**src/rtl/hub75_scan_driver.sv**
```systemverilog
// HUB75 1/8-scan panel driver: shifts each scan row out of a synchronous-read
// frame buffer, then blanks, latches and displays it for a fixed on-time.
module hub75_scan_driver #(
    parameter int COLS         = 32,
    parameter int COL_BITS     = 5,
    parameter int CLK_DIV      = 2,
    parameter int BLANK_CYCLES = 4,
    parameter int ON_CYCLES    = 64
) (
    input  logic                  i_clkin,
    input  logic                  i_rst,
    input  logic                  i_enable,
    output logic [3+COL_BITS-1:0] o_addr,
    input  logic [5:0]            i_data,
    output logic                  o_r1,
    output logic                  o_g1,
    output logic                  o_b1,
    output logic                  o_r2,
    output logic                  o_g2,
    output logic                  o_b2,
    output logic                  o_clk,
    output logic                  o_lat,
    output logic                  o_a,
    output logic                  o_b,
    output logic                  o_c,
    output logic                  o_oe,
    output logic                  o_frame_done
);

    // state | meaning
    // IDLE  | panel blanked, waiting for enable
    // SHIFT | one 2*CLK_DIV slot per column, panel clock high in second half
    // BLANK | Oe high, row select updated
    // LATCH | Lat high for two cycles
    // HOLD  | Oe low for the on-time, row advances on the last cycle
    localparam logic [2:0] S_IDLE  = 3'd0;
    localparam logic [2:0] S_SHIFT = 3'd1;
    localparam logic [2:0] S_BLANK = 3'd2;
    localparam logic [2:0] S_LATCH = 3'd3;
    localparam logic [2:0] S_HOLD  = 3'd4;

    localparam int PH_W  = $clog2(2*CLK_DIV);
    localparam int CNT_W = 16;

    localparam logic [PH_W-1:0]     PH_LAST    = PH_W'(2*CLK_DIV-1);
    localparam logic [PH_W-1:0]     PH_RISE    = PH_W'(CLK_DIV);
    localparam logic [PH_W-1:0]     PH_DATA    = PH_W'(1);
    localparam logic [COL_BITS-1:0] COL_LAST   = COL_BITS'(COLS-1);
    localparam logic [CNT_W-1:0]    BLANK_LOAD = CNT_W'(BLANK_CYCLES-1);
    localparam logic [CNT_W-1:0]    LATCH_LOAD = CNT_W'(1);
    localparam logic [CNT_W-1:0]    ON_LOAD    = CNT_W'(ON_CYCLES-1);

    logic [2:0]          r_state;
    logic [PH_W-1:0]     r_ph;
    logic [COL_BITS-1:0] r_col;
    logic [2:0]          r_row;
    logic [2:0]          r_rowsel;
    logic [CNT_W-1:0]    r_cnt;
    logic [5:0]          r_rgb;
    logic                r_oe;

    logic       w_tc;
    logic       w_slot_end;
    logic       w_data_slot;
    logic       w_row_end;
    logic [5:0] w_rgb;

    assign w_tc        = (r_cnt == '0);
    assign w_slot_end  = (r_ph == PH_LAST);
    assign w_data_slot = (r_state == S_SHIFT) && (r_ph == PH_DATA);
    assign w_row_end   = (r_state == S_HOLD) && w_tc;

    // RAM data reaches the pins in the cycle it arrives so it is stable
    // CLK_DIV-1 cycles ahead of the panel clock rising edge.
    assign w_rgb = w_data_slot ? i_data : r_rgb;

    always_ff @(posedge i_clkin) begin
        if (i_rst) begin
            r_state  <= S_IDLE;
            r_ph     <= '0;
            r_col    <= '0;
            r_row    <= '0;
            r_rowsel <= '0;
            r_cnt    <= '0;
            r_rgb    <= '0;
            r_oe     <= 1'b1;
        end else begin
            case (r_state)
                S_IDLE: begin
                    if (i_enable) begin
                        r_state <= S_SHIFT;
                        r_ph    <= '0;
                        r_col   <= '0;
                    end
                end
                S_SHIFT: begin
                    if (w_data_slot)
                        r_rgb <= i_data;
                    if (w_slot_end) begin
                        r_ph  <= '0;
                        r_col <= r_col + 1'b1;
                        if (r_col == COL_LAST) begin
                            r_state  <= S_BLANK;
                            r_cnt    <= BLANK_LOAD;
                            r_rowsel <= r_row;
                            r_oe     <= 1'b1;
                        end
                    end else begin
                        r_ph <= r_ph + 1'b1;
                    end
                end
                S_BLANK: begin
                    if (w_tc) begin
                        r_state <= S_LATCH;
                        r_cnt   <= LATCH_LOAD;
                    end else begin
                        r_cnt <= r_cnt - 1'b1;
                    end
                end
                S_LATCH: begin
                    if (w_tc) begin
                        r_state <= S_HOLD;
                        r_cnt   <= ON_LOAD;
                        r_oe    <= 1'b0;
                    end else begin
                        r_cnt <= r_cnt - 1'b1;
                    end
                end
                S_HOLD: begin
                    if (w_tc) begin
                        r_row <= r_row + 1'b1;
                        if (i_enable) begin
                            r_state <= S_SHIFT;
                            r_ph    <= '0;
                            r_col   <= '0;
                        end else begin
                            r_state <= S_IDLE;
                            r_oe    <= 1'b1;
                        end
                    end else begin
                        r_cnt <= r_cnt - 1'b1;
                    end
                end
                default: r_state <= S_IDLE;
            endcase
        end
    end

    assign o_addr = {r_row, r_col};
    assign {o_r1, o_g1, o_b1, o_r2, o_g2, o_b2} = w_rgb;
    assign o_clk        = (r_state == S_SHIFT) && (r_ph >= PH_RISE);
    assign o_lat        = (r_state == S_LATCH);
    assign {o_c, o_b, o_a} = r_rowsel;
    assign o_oe         = r_oe;
    assign o_frame_done = w_row_end && (r_row == 3'd7);

endmodule

```
**config.mk**
```make
export PLATFORM = sky130hd
export DESIGN_NAME = hub75_scan_driver
export DESIGN_NICKNAME = d
export VERILOG_FILES = /design/src/rtl/hub75_scan_driver.sv
export SDC_FILE = /design/constraint.sdc
export NUM_CORES = 1
export LEC_CHECK = 0
export ABC_CLOCK_PERIOD_IN_PS = 2600
export BUFFER_PORTS_ARGS = -buffer_cell sky130_fd_sc_hd__buf_2
export CAP_MARGIN = 30
export CORE_ASPECT_RATIO = 1.75
export CORE_UTILIZATION = 35
export DETAILED_ROUTE_END_ITERATION = 8
export SYNTH_ARGS = -nofsm -noshare
export SYNTH_HDL_FRONTEND = slang
export SYNTH_SLANG_ARGS = --single-unit
```
**constraint.sdc**
```tcl
create_clock -name i_clkin -period 2.6 [get_ports i_clkin]
set_input_delay 0.13 -clock i_clkin [delete_from_list [all_inputs] [get_ports i_clkin]]
set_output_delay 0.13 -clock i_clkin [all_outputs]
set_load 0.05 [all_outputs]
```
* Yosys cells after proc, flatten, opt, wreduce, memory -nomap -nowiden
Cells that the tools add are included.
** Storage, ports and cells
- Flip-flop bits (word level) :: 39
- Input bits :: 9
- Output and inout port bits :: 21
** Operators by class
- $add $sub $neg :: 4
- Magnitude comparators :: 1
- Equality and inequality tests :: 16
- Muxes and demuxes :: 29
- Reductions and logical operators :: 16
** Operators by type and width (number)
- $mux 16 :: 5
- $pmux 16 s4 :: 1
- $mux 3 :: 6
- $logic_not 16->1 :: 1
- $sub 16x1->16 const B :: 1
- $mux 5 :: 3
- $pmux 3 s5 :: 1
- $pmux 5 s3 :: 1
- $ne 2x2->1 const B :: 6
- $reduce_and 6->1 :: 2
- $eq 3x2->1 const B :: 2
- $eq 3x3->1 const B :: 2
- $mux 1 :: 6
- $mux 2 :: 3
- $mux 6 :: 1
- $pmux 2 s3 :: 1
- $reduce_and 3->1 :: 2
- $reduce_bool 3->1 :: 2
- $add 5x1->5 const B :: 1
- $eq 5x5->1 const B :: 1
- $logic_and 1x1->1 :: 4
- $ne 2x1->1 const B :: 2
- $reduce_and 2->1 :: 2
- $reduce_and 4->1 :: 1
- 9 further kinds :: 9

* Depth between registers and ports, before layout
Gate-level depths: netlist of the first run.
- Depth in word-level cells :: 4
- Gate-level depth with buffers :: 8

* Worst setup path before layout of the first run
Ideal clock, no wire load.
- Kind :: register -> register
- Start :: reg r_col[0]
- End :: reg r_cnt[8]
- Arrival time :: 2.359 ns
- Setup slack :: 0.170 ns
- Stages on the path, launching flop included :: 9
- Clock period less this slack :: 2.430 ns
- Cells stage by stage :: dfxtp_1 > ha_1 > and3_1 > ha_1 > a31oi_1 > o21ai_1 > o211ai_2 > or4_1 > a21oi_1
** On the way
- Longest elaborated chain between the ends :: 3
** RTL lines
- start, declared :: RTL line 55 : logic [COL_BITS-1:0] r_col;
- start signal, assigned :: RTL line 101 : r_col <= r_col + 1'b1;
- $eq 5x5->1 :: RTL line 102 : if (r_col == COL_LAST) begin
- $ne 2x1->1 (no source line)
- $reduce_and 4->1 (no source line)
- end signal, assigned :: RTL line 117 : r_cnt <= r_cnt - 1'b1;
- end signal, assigned :: RTL line 126 : r_cnt <= r_cnt - 1'b1;
- end signal, assigned :: RTL line 141 : r_cnt <= r_cnt - 1'b1;
- end, declared :: RTL line 58 : logic [CNT_W-1:0] r_cnt;
No other way between the ends.
A chain may end at the register's enable or synchronous reset.

* Final worst setup path of the first run
- Start :: reg r_cnt[0]
- End :: out o_frame_done
** On the way
- Longest elaborated chain between the ends :: 3
** RTL lines
- $logic_not 16->1 :: RTL line 68 : assign w_tc = (r_cnt == '0);
- $logic_and 1x1->1 :: RTL line 71 : assign w_row_end = (r_state == S_HOLD) && w_tc;
- $logic_and 1x1->1 :: RTL line 155 : assign o_frame_done = w_row_end && (r_row == 3'd7);
- end, declared :: RTL line 27 : output logic o_frame_done
No other way between the ends.

==> results.json, run 1 <==
{
  "grt_start_max_net_pins": 25,
  "antenna_cells": 0,
  "crit_fanout": 5,
  "clock_latency_ps": 300,
  "power_mw": 1.32,
  "finClkSkew_ps": 4.31,
  "coreArea_sq_mm": 0.00583,
  "worst_slack_ps": 137,
  "setup_tns_ps": 0,
  "clk_pin_slew_worst_paths_ps": 80,
  "drt_iter0_markers": 67,
  "yosysSeqAreaShare": 0.372,
  "async_flop_share": 0,
  "yosysWarnings": 0,
  "period_minus_slack_ps": 2460,
  "cts-htree-levels": 2,
  "area_growth_pct": 19.6,
  "drive_gt1_frac": 0.236,
  "leakage_nw": 1.07,
  "clkSinkCount": 39,
  "dr.pass1.iters": 4,
  "reg2regPathDepth": 5,
  "cts_buffers": 5,
  "hold_violations": 0,
  "fin_util": 0.430,
  "worstSetupPathType": "flop to output port",
  "grt_overflow_total": 0,
  "track_usage": 0.167,
  "ant_nets": 0,
  "cp.arrival_ps": 2330,
  "gp_congestion": 0.817,
  "grt_pass1_wl_mm": 8.09,
  "setup_viol": 0,
  "worst_setup_path_start_kind": "flop",
  "clockBufferDepth": 2,
  "drcViolationCount": 0,
  "synth.cell_area_sq_mm": 0.00210,
  "critical_path.endpoint_type": "output port",
  "wl_per_cell_microns": 13.7,
  "r2r_setup_slack_ps": 190,
  "worstMarginPinSlew_ps": 487,
  "dp_hpwl_mm": 3.60,
  "final_cell_mix": "dfxtp_1 (39), buf_2 (28), nor2_1 (26)",
  "p_per_area_mw_per_mm2": 527,
  "status": "finished clean",
  "timing.final.crit_share": 0.947,
  "fmax_mhz": 406,
  "mappedNetlistNets": 263,
  "vias": 1850,
  "port-buffer-count": 29,
  "maxCapViolations": 0,
  "die_x_microns": 60.5,
  "synthDistinctLibCells": 50,
  "min_path_type": "input port to flop",
  "slew_headroom": 0.673,
  "regToRegStartpoint": "r_cnt[6]",
  "synthFlopType": "dfxtp_1",
  "min_to": "r_rgb[1]",
  "cts-root-buf": "clkbuf_8",
  "syn_area_per_cell_sq_um": 8.56,
  "min_from": "i_data[1]",
  "synth_edf_count": 0,
  "dieArea_sq_mm": 0.00632,
  "synthCells": 245,
  "wl_mm": 4.91,
  "routed_via_density": 5.17,
  "holdWs_ps": 174,
  "ctsHoldBuffers": 0,
  "r2r-end": "r_cnt[6]",
  "die_y_microns": 104,
  "fillers": 620,
  "antenna_found_initial": 0,
  "cp.required_ps": 2470,
  "peakVddDrop_uv": 415,
  "dp_slack_ps": 196,
  "multi_input_area_sq_mm": 0.00121,
  "start_util": 0.360,
  "tritoncts": "yes",
  "ys_ff_latch": 39,
  "hold-path-cell-count": 3,
  "seqCellArea_sq_um": 781,
  "rows": 37,
  "grt_pass1_vias": 1776,
  "slew_violations": 0,
  "boundaryPins": 30,
  "layout_commonest_cell": "dfxtp_1",
  "fin_nets": 297
}
==> cell usage after synthesis (2+ instances only) <==
cell       number  area [sq um]
and3_1          2          12.5
o21ai_1         4          20.0
nand4_1         2          12.5
nor4_1          2          12.5
clkbuf_1       10          37.5
nand2_1        12          45.0
a21oi_1        18          90.1
or3_1           5          31.3
nand2b_1        6          37.5
o31ai_1         3          22.5
o21a_1          4          30.0
dfxtp_1        39           781
a31oi_1         4          25.0
a21boi_0        2          15.0
nor3b_1         2          15.0
inv_1          10          37.5
mux2i_1         6          60.1
ha_1            9           113
xor2_1          5          43.8
xnor2_1         2          17.5
o2bb2ai_1       2          17.5
or4_1           4          30.0
buf_2           4          20.0
a311oi_1        2          17.5
nor3_1          9          45.0
o2111ai_1       3          26.3
o211ai_2        2          25.0
nor2b_1         7          43.8
nand3_1         3          15.0
mux2_2          6          67.6
nor2_1         26          97.6
o21ai_0        12          60.1
==> how the worst max path moves through the flow <==
stage / start / to / slack, ps / cells past startpoint
after floorplan: r_col[0] / r_cnt[8] / 170 / 8
after global placement: r_cnt[6] / r_cnt[6] / 250 / 5
after detailed placement: r_cnt[6] / r_cnt[6] / 200 / 5
after CTS: r_cnt[0] / o_frame_done / 50 / 7
after global routing: r_cnt[0] / o_frame_done / -3 / 7
final: r_cnt[0] / o_frame_done / 140 / 7
==> flip-flops by register name, summed over array words and instances (netlist names) <==
register / count
r_rgb: 6
r_col: 5
r_cnt: 16
o_oe: 1
r_row: 3
r_rowsel: 3
r_state: 3
r_ph: 2
==> worst max-delay path: stages, from the launching register on <==
cell and delay [ps]:
dfxtp_1 350, inv_1 110, ha_1 200, or4b_2 620, nor4_1 190, buf_4 190
and3_1 150, clkbuf_4 230
==> cells by family after synthesis <==
logic type	share of synthesized area
multiplexers	0.0609
flip-flops	0.372
AND/OR/NAND/NOR	0.237
adder cells (fa/ha/maj)	0.0537
XOR/XNOR	0.0292
buffers and inverters	0.0507
AO/OA/AOI/OAI	0.196
==> through the flow <==
stage	cells	area (sq um)
after detailed placement	345	2330
after CTS	353	2470
after global routing	358	2510
final	358	2510
after global placement	345	2330
after floorplan	245	2100
==> what timing repair did <==
item                       in CTS  in global routing
buffers inserted                0                  5
resized for setup               0                  1
setup endpoints to repair       0                  1
==> final cells by class <==
class,instances,share of cell area
well taps,78,0.0389
clock buffers,5,0.0274
repair buffers,42,0.0978
clock inverters,3,0.0269
flip-flops and latches,39,0.311
multi-input cells,181,0.483
inverters,10,0.0150
==> power by group <==
| part | leakage (nW) | internal [mW] | switching, mW | total [mW] |
|---|---|---|---|---|
| registers | 0.315 | 0.603 | 0.00780 | 0.611 |
| logic | 0.694 | 0.0313 | 0.0619 | 0.0932 |
| clock network | 0.0644 | 0.383 | 0.234 | 0.617 |
==> routing by layer <==
layer	global-route usage	routed length (microns)	vias up
met2	0.287	2680	36
met1	0.189	1950	859
met3	0.0336	142	9
met4	0.0779	132	0
li1	-	-	946
met5	0	0	-
Power figures use the tool's default switching activity.
==> inputs of run 2 (changes only) <==
--- a/config.mk
+++ b/config.mk
@@ -6,11 +6,10 @@
 export NUM_CORES = 1
 export LEC_CHECK = 0
 export ABC_CLOCK_PERIOD_IN_PS = 2600
-export BUFFER_PORTS_ARGS = -buffer_cell sky130_fd_sc_hd__buf_2
 export CAP_MARGIN = 30
-export CORE_ASPECT_RATIO = 1.75
 export CORE_UTILIZATION = 35
 export DETAILED_ROUTE_END_ITERATION = 8
+export DONT_BUFFER_PORTS = 1
 export SYNTH_ARGS = -nofsm -noshare
 export SYNTH_HDL_FRONTEND = slang
 export SYNTH_SLANG_ARGS = --single-unit
==> run 2 against run 1 <==
Against the previous run:
- worst setup slack worse by 30 ps
- clock power down 18%
- largest power group is now sequential cells
- global-route usage shrank 1.0 points
- sequential cell count is the same
- power shrank 6.8%
- largest cell class unchanged
- sequential power is essentially flat
- critical path depth is the same
==> results.json, run 2 (synthesis gave the netlist of run 1 again) <==
{
  "status": "finished clean",
  "start_util": 0.372,
  "fmax_mhz": 401,
  "track_usage": 0.157,
  "drive_gt1_frac": 0.179,
  "maxCapViolations": 0,
  "placed_area_sq_mm": 0.00236,
  "min_to": "r_cnt[12]",
  "vias": 1755,
  "final_area_sq_mm": 0.00252,
  "clk_pin_slew_worst_paths_ps": 80,
  "slew_violations": 0,
  "clkSinkCount": 39,
  "p_per_area_mw_per_mm2": 489,
  "peakVddDrop_uv": 218,
  "leakage_nw": 1.01,
  "clockBufferDepth": 2,
  "dr.pass1.iters": 4,
  "use_met3": 0.0400,
  "die_x_microns": 79.4,
  "dp_cells": 323,
  "top_register": "r_cnt",
  "worstSetupPathType": "flop to output port",
  "setup_viol": 0,
  "ant_nets": 0,
  "use_met2": 0.252,
  "grt_pass1_wl_mm": 7.78,
  "gp_congestion": 0.792,
  "rsz0062_at_grt": "no",
  "cts-root-buf": "clkbuf_8",
  "rows": 27,
  "largest_reg_flops": 16,
  "power_mw": 1.23,
  "fin_cells": 334,
  "cts-htree-levels": 2,
  "dieArea_sq_mm": 0.00631,
  "cts_setup_buffers": 0,
  "fillers": 551,
  "min_path_type": "input port to flop",
  "holdWs_ps": 24.0,
  "tritoncts": "yes",
  "grt_overflow_total": 0,
  "crit_slowest_cell": "or4b_2",
  "dp_hpwl_mm": 3.15,
  "cp_slowest_stage_delay_ps": 630,
  "drcViolationCount": 0,
  "reg2regPathDepth": 5,
  "min_from": "i_rst",
  "hold-path-cell-count": 2,
  "worstMarginPinSlew_ps": 586,
  "routed_via_density": 5.25,
  "r2r-end": "r_cnt[6]",
  "antenna_found_initial": 0,
  "slew_headroom": 0.609,
  "r2r_setup_slack_ps": 220,
  "grt_pass1_vias": 1701,
  "grtUsageMet1": 0.202,
  "die_y_microns": 79.4,
  "regToRegStartpoint": "r_cnt[6]",
  "hold_violations": 0,
  "period_minus_slack_ps": 2490,
  "reg_top3": "r_cnt: 16 flops, r_rgb: 6 flops, r_col: 5 flops",
  "cp.required_ps": 2470,
  "layout_commonest_cell": "dfxtp_1",
  "coreArea_sq_mm": 0.00564,
  "wl_per_cell_microns": 13.7,
  "grt.busiest_layer": "met2",
  "fin_nets": 279,
  "cp.arrival_ps": 2360,
  "grt_start_max_net_pins": 30,
  "finClkSkew_ps": 13.9,
  "clock_latency_ps": 300,
  "wl_mm": 4.59,
  "port-buffer-count": 0,
  "timing.final.crit_share": 0.959,
  "final_cell_mix": "dfxtp_1 (39), nor2_1 (26), a21oi_1 (18)",
  "cts_buffers": 5,
  "area_growth_pct": 20.0,
  "setup_tns_ps": 0,
  "critical_path.endpoint_type": "output port",
  "boundaryPins": 30,
  "crit_chain": "inv_1 -> ha_1 -> or4b_2 -> nor4_2 -> buf_4 -> and3_1 -> buf_12",
  "worst_setup_path_start_kind": "flop",
  "worst_slack_ps": 107,
  "crit_fanout": 11,
  "dp_slack_ps": 274,
  "drt_iter0_markers": 75,
  "fin_util": 0.446,
  "antenna_cells": 0
}
==> run 2: cell type report <==
| type | count | area, sq um | area share |
|---|---|---|---|
| Clock buffer | 5 | 68.8 | 0.0273 |
| Clock inverter | 3 | 43.8 | 0.0174 |
| Inverter | 10 | 37.5 | 0.0149 |
| Multi-Input combinational cell | 181 | 1220 | 0.483 |
| Sequential cell | 39 | 781 | 0.310 |
| Tap cell | 72 | 90.1 | 0.0358 |
| Timing Repair Buffer | 24 | 280 | 0.111 |
==> run 2: power breakdown <==
part           internal, mW  switching [mW]
clock                 0.286           0.223
combinational        0.0480          0.0631
sequential            0.604         0.00813
total                 0.937           0.294
==> run 2: worst max-delay path, delay by kind of cell, from the launching register on <==
family / cells / cell delay (ps)
DFF: 1 / 350
adders and majority gates: 1 / 170
and+or+nand+nor: 3 / 1050
buffers and inverters: 3 / 500
==> run 2: timing repair <==
item | 4_1_cts | 5_1_grt
hold buffers | 2 | 0
endpoints found under the hold margin | 29 | 0
endpoints found under the setup margin | 0 | 1
gates resized for setup | 0 | 1
==> run 2: how the worst max path moves through the flow <==
| stage | startpoint | end | slack, ps | cells after the start |
|---|---|---|---|---|
| after floorplan | r_col[0] | r_cnt[8] | 170 | 8 |
| final | r_cnt[0] | o_frame_done | 110 | 7 |
| after CTS | r_cnt[0] | o_frame_done | 90 | 7 |
| after detailed placement | r_cnt[6] | r_cnt[6] | 270 | 5 |
| after global placement | r_cnt[6] | r_cnt[6] | 300 | 5 |
| after global routing | r_state[0] | o_g1 | 3 | 5 |
==> run 2: layer usage <==
layer  part of all wire  vias up  wire length [microns]
met1               0.48      816                   2210
met5                  0        -                      0
li1                   -      914                      -
met4              0.013        0                     59
met2               0.47       21                   2160
met3              0.035        4                    160
==> inputs of run 3 (changes only) <==
--- a/config.mk
+++ b/config.mk
@@ -10,6 +10,7 @@
 export CORE_UTILIZATION = 35
 export DETAILED_ROUTE_END_ITERATION = 8
 export DONT_BUFFER_PORTS = 1
+export PLACE_DENSITY = 0.58
 export SYNTH_ARGS = -nofsm -noshare
 export SYNTH_HDL_FRONTEND = slang
 export SYNTH_SLANG_ARGS = --single-unit
==> run 3 against run 2 <==
Against the previous run:
- power fell by 8.8%
- register-to-register slack got worse by 20 ps
- clock power fell by 21%
- global-route usage rose by 1.4 points
- critical path type unchanged
- largest power group unchanged
- highest routed layer unchanged
==> results.json, run 3 (synthesis gave the netlist of run 1 again) <==
{
  "grt_start_max_net_pins": 30,
  "die_y_microns": 79.4,
  "peakVddDrop_uv": 273,
  "finClkSkew_ps": 9.63,
  "top_register": "r_cnt",
  "dr.pass1.iters": 4,
  "port-buffer-count": 0,
  "fin_util": 0.439,
  "worstSetupPathType": "flop to output port",
  "clk_pin_slew_worst_paths_ps": 80,
  "crit_fanout": 11,
  "gp_congestion": 0.841,
  "worstMarginPinSlew_ps": 677,
  "post_cts_resized": 0,
  "drive_gt1_frac": 0.176,
  "r2r_setup_slack_ps": 200,
  "cp.arrival_ps": 2340,
  "routed_via_density": 5.38,
  "leakage_nw": 0.991,
  "drcViolationCount": 0,
  "die_x_microns": 79.4,
  "setup_viol": 0,
  "hold_violations": 0,
  "crit_chain": "inv_1 -> ha_1 -> or4b_2 -> nor4_1 -> buf_4 -> and3_1 -> buf_12",
  "final_cell_mix": "dfxtp_1 (39), nor2_1 (26), a21oi_1 (18)",
  "dp_hpwl_mm": 3.26,
  "grt.busiest_layer": "met2",
  "final_area_sq_mm": 0.00248,
  "vias": 1793,
  "track_usage": 0.171,
  "wl_mm": 4.78,
  "cts-root-buf": "clkbuf_8",
  "grt_pass1_vias": 1760,
  "min_from": "i_rst",
  "ant_nets": 0,
  "power_mw": 1.12,
  "use_met3": 0.0469,
  "worst_setup_path_start_kind": "flop",
  "grt_overflow_total": 0,
  "hold-path-cell-count": 3,
  "largest_reg_flops": 16,
  "boundaryPins": 30,
  "coreArea_sq_mm": 0.00564,
  "slew_violations": 0,
  "setup_tns_ps": 0,
  "antenna_cells": 0,
  "use_met2": 0.253,
  "rsz0062_at_grt": "no",
  "rows": 27,
  "grt_pass1_wl_mm": 8.40,
  "placed_area_sq_mm": 0.00237,
  "timing.final.crit_share": 0.951,
  "r2r-end": "r_cnt[15]",
  "cp_slowest_stage_delay_ps": 600,
  "drt_iter0_markers": 109,
  "cts_buffers": 5,
  "layout_commonest_cell": "dfxtp_1",
  "dieArea_sq_mm": 0.00631,
  "multi_input_area_sq_mm": 0.00121,
  "seqCellArea_sq_um": 781,
  "start_util": 0.372,
  "min_to": "r_ph[0]",
  "crit_start": "r_cnt[0]",
  "period_minus_slack_ps": 2470,
  "clockBufferDepth": 2,
  "p_per_area_mw_per_mm2": 454,
  "wl_per_cell_microns": 14.4,
  "reg_top3": "r_cnt: 16 flops, r_rgb: 6 flops, r_col: 5 flops",
  "antenna_found_initial": 0,
  "reg2regPathDepth": 5,
  "slew_headroom": 0.545,
  "cts-htree-levels": 2,
  "clkSinkCount": 39,
  "min_path_type": "input port to flop",
  "fin_nets": 278,
  "area_growth_pct": 18.1,
  "cts_setup_buffers": 0,
  "crit_slowest_cell": "or4b_2",
  "grtUsageMet1": 0.230,
  "fillers": 576,
  "path_buf_inv": 3,
  "cp.required_ps": 2470,
  "status": "finished clean",
  "path_delay_family": "simple AND/OR/NAND/NOR gates",
  "path_depth": 7,
  "regToRegStartpoint": "r_cnt[6]",
  "maxCapViolations": 0,
  "clock_latency_ps": 290,
  "fmax_mhz": 404,
  "tritoncts": "yes",
  "critical_path.endpoint_type": "output port"
}
run 3: power breakdown:
| part | internal (mW) | switching [mW] | total (mW) |
|---|---|---|---|
| logic | 0.0486 | 0.0650 | 0.114 |
| clock network | 0.188 | 0.213 | 0.401 |
| registers | 0.604 | 0.00564 | 0.609 |
run 3: area by class of cell:
class	count	share of cell area
repair buffers	23	0.110
well taps	72	0.0364
multi-input cells	181	0.489
flip-flops and latches	39	0.315
clock inverters	2	0.00505
clock buffers	6	0.0293
inverters	10	0.0152
run 3: what timing repair did:
action                                  4_1_cts  5_1_grt
endpoints found under the setup margin        0        0
endpoints found under the hold margin        29        0
hold buffers                                  1        0
run 3: stage by stage:
step	hold WS [ps]	setup WS (ps)	instances
floorplan	407	170	245
global placement	208	283	324
detailed placement	208	226	324
CTS	12.3	119	333
global route	13.7	21.5	333
finish	23.6	126	333
run 3: layer usage:
layer / vias up / share of wire
li1: 903 / -
met1: 851 / 0.49
met2: 33 / 0.44
met3: 6 / 0.050
met4: 0 / 0.018
met5: - / 0
run 3: worst reg2reg max path, delay by kind of cell, from the launching register on:
kind	cells	cell delay, ps
AO/OA/AOI/OAI	2	370
AND/OR/NAND/NOR	3	1550
flip-flops	1	360
run 3: how the worst max path moves through the flow:
stage / endpoint / slack [ps]
detailed placement: r_cnt[9] / 230
global placement: r_cnt[6] / 280
finish: o_frame_done / 130
global route: o_frame_done / 20
CTS: o_frame_done / 120
floorplan: r_cnt[8] / 170
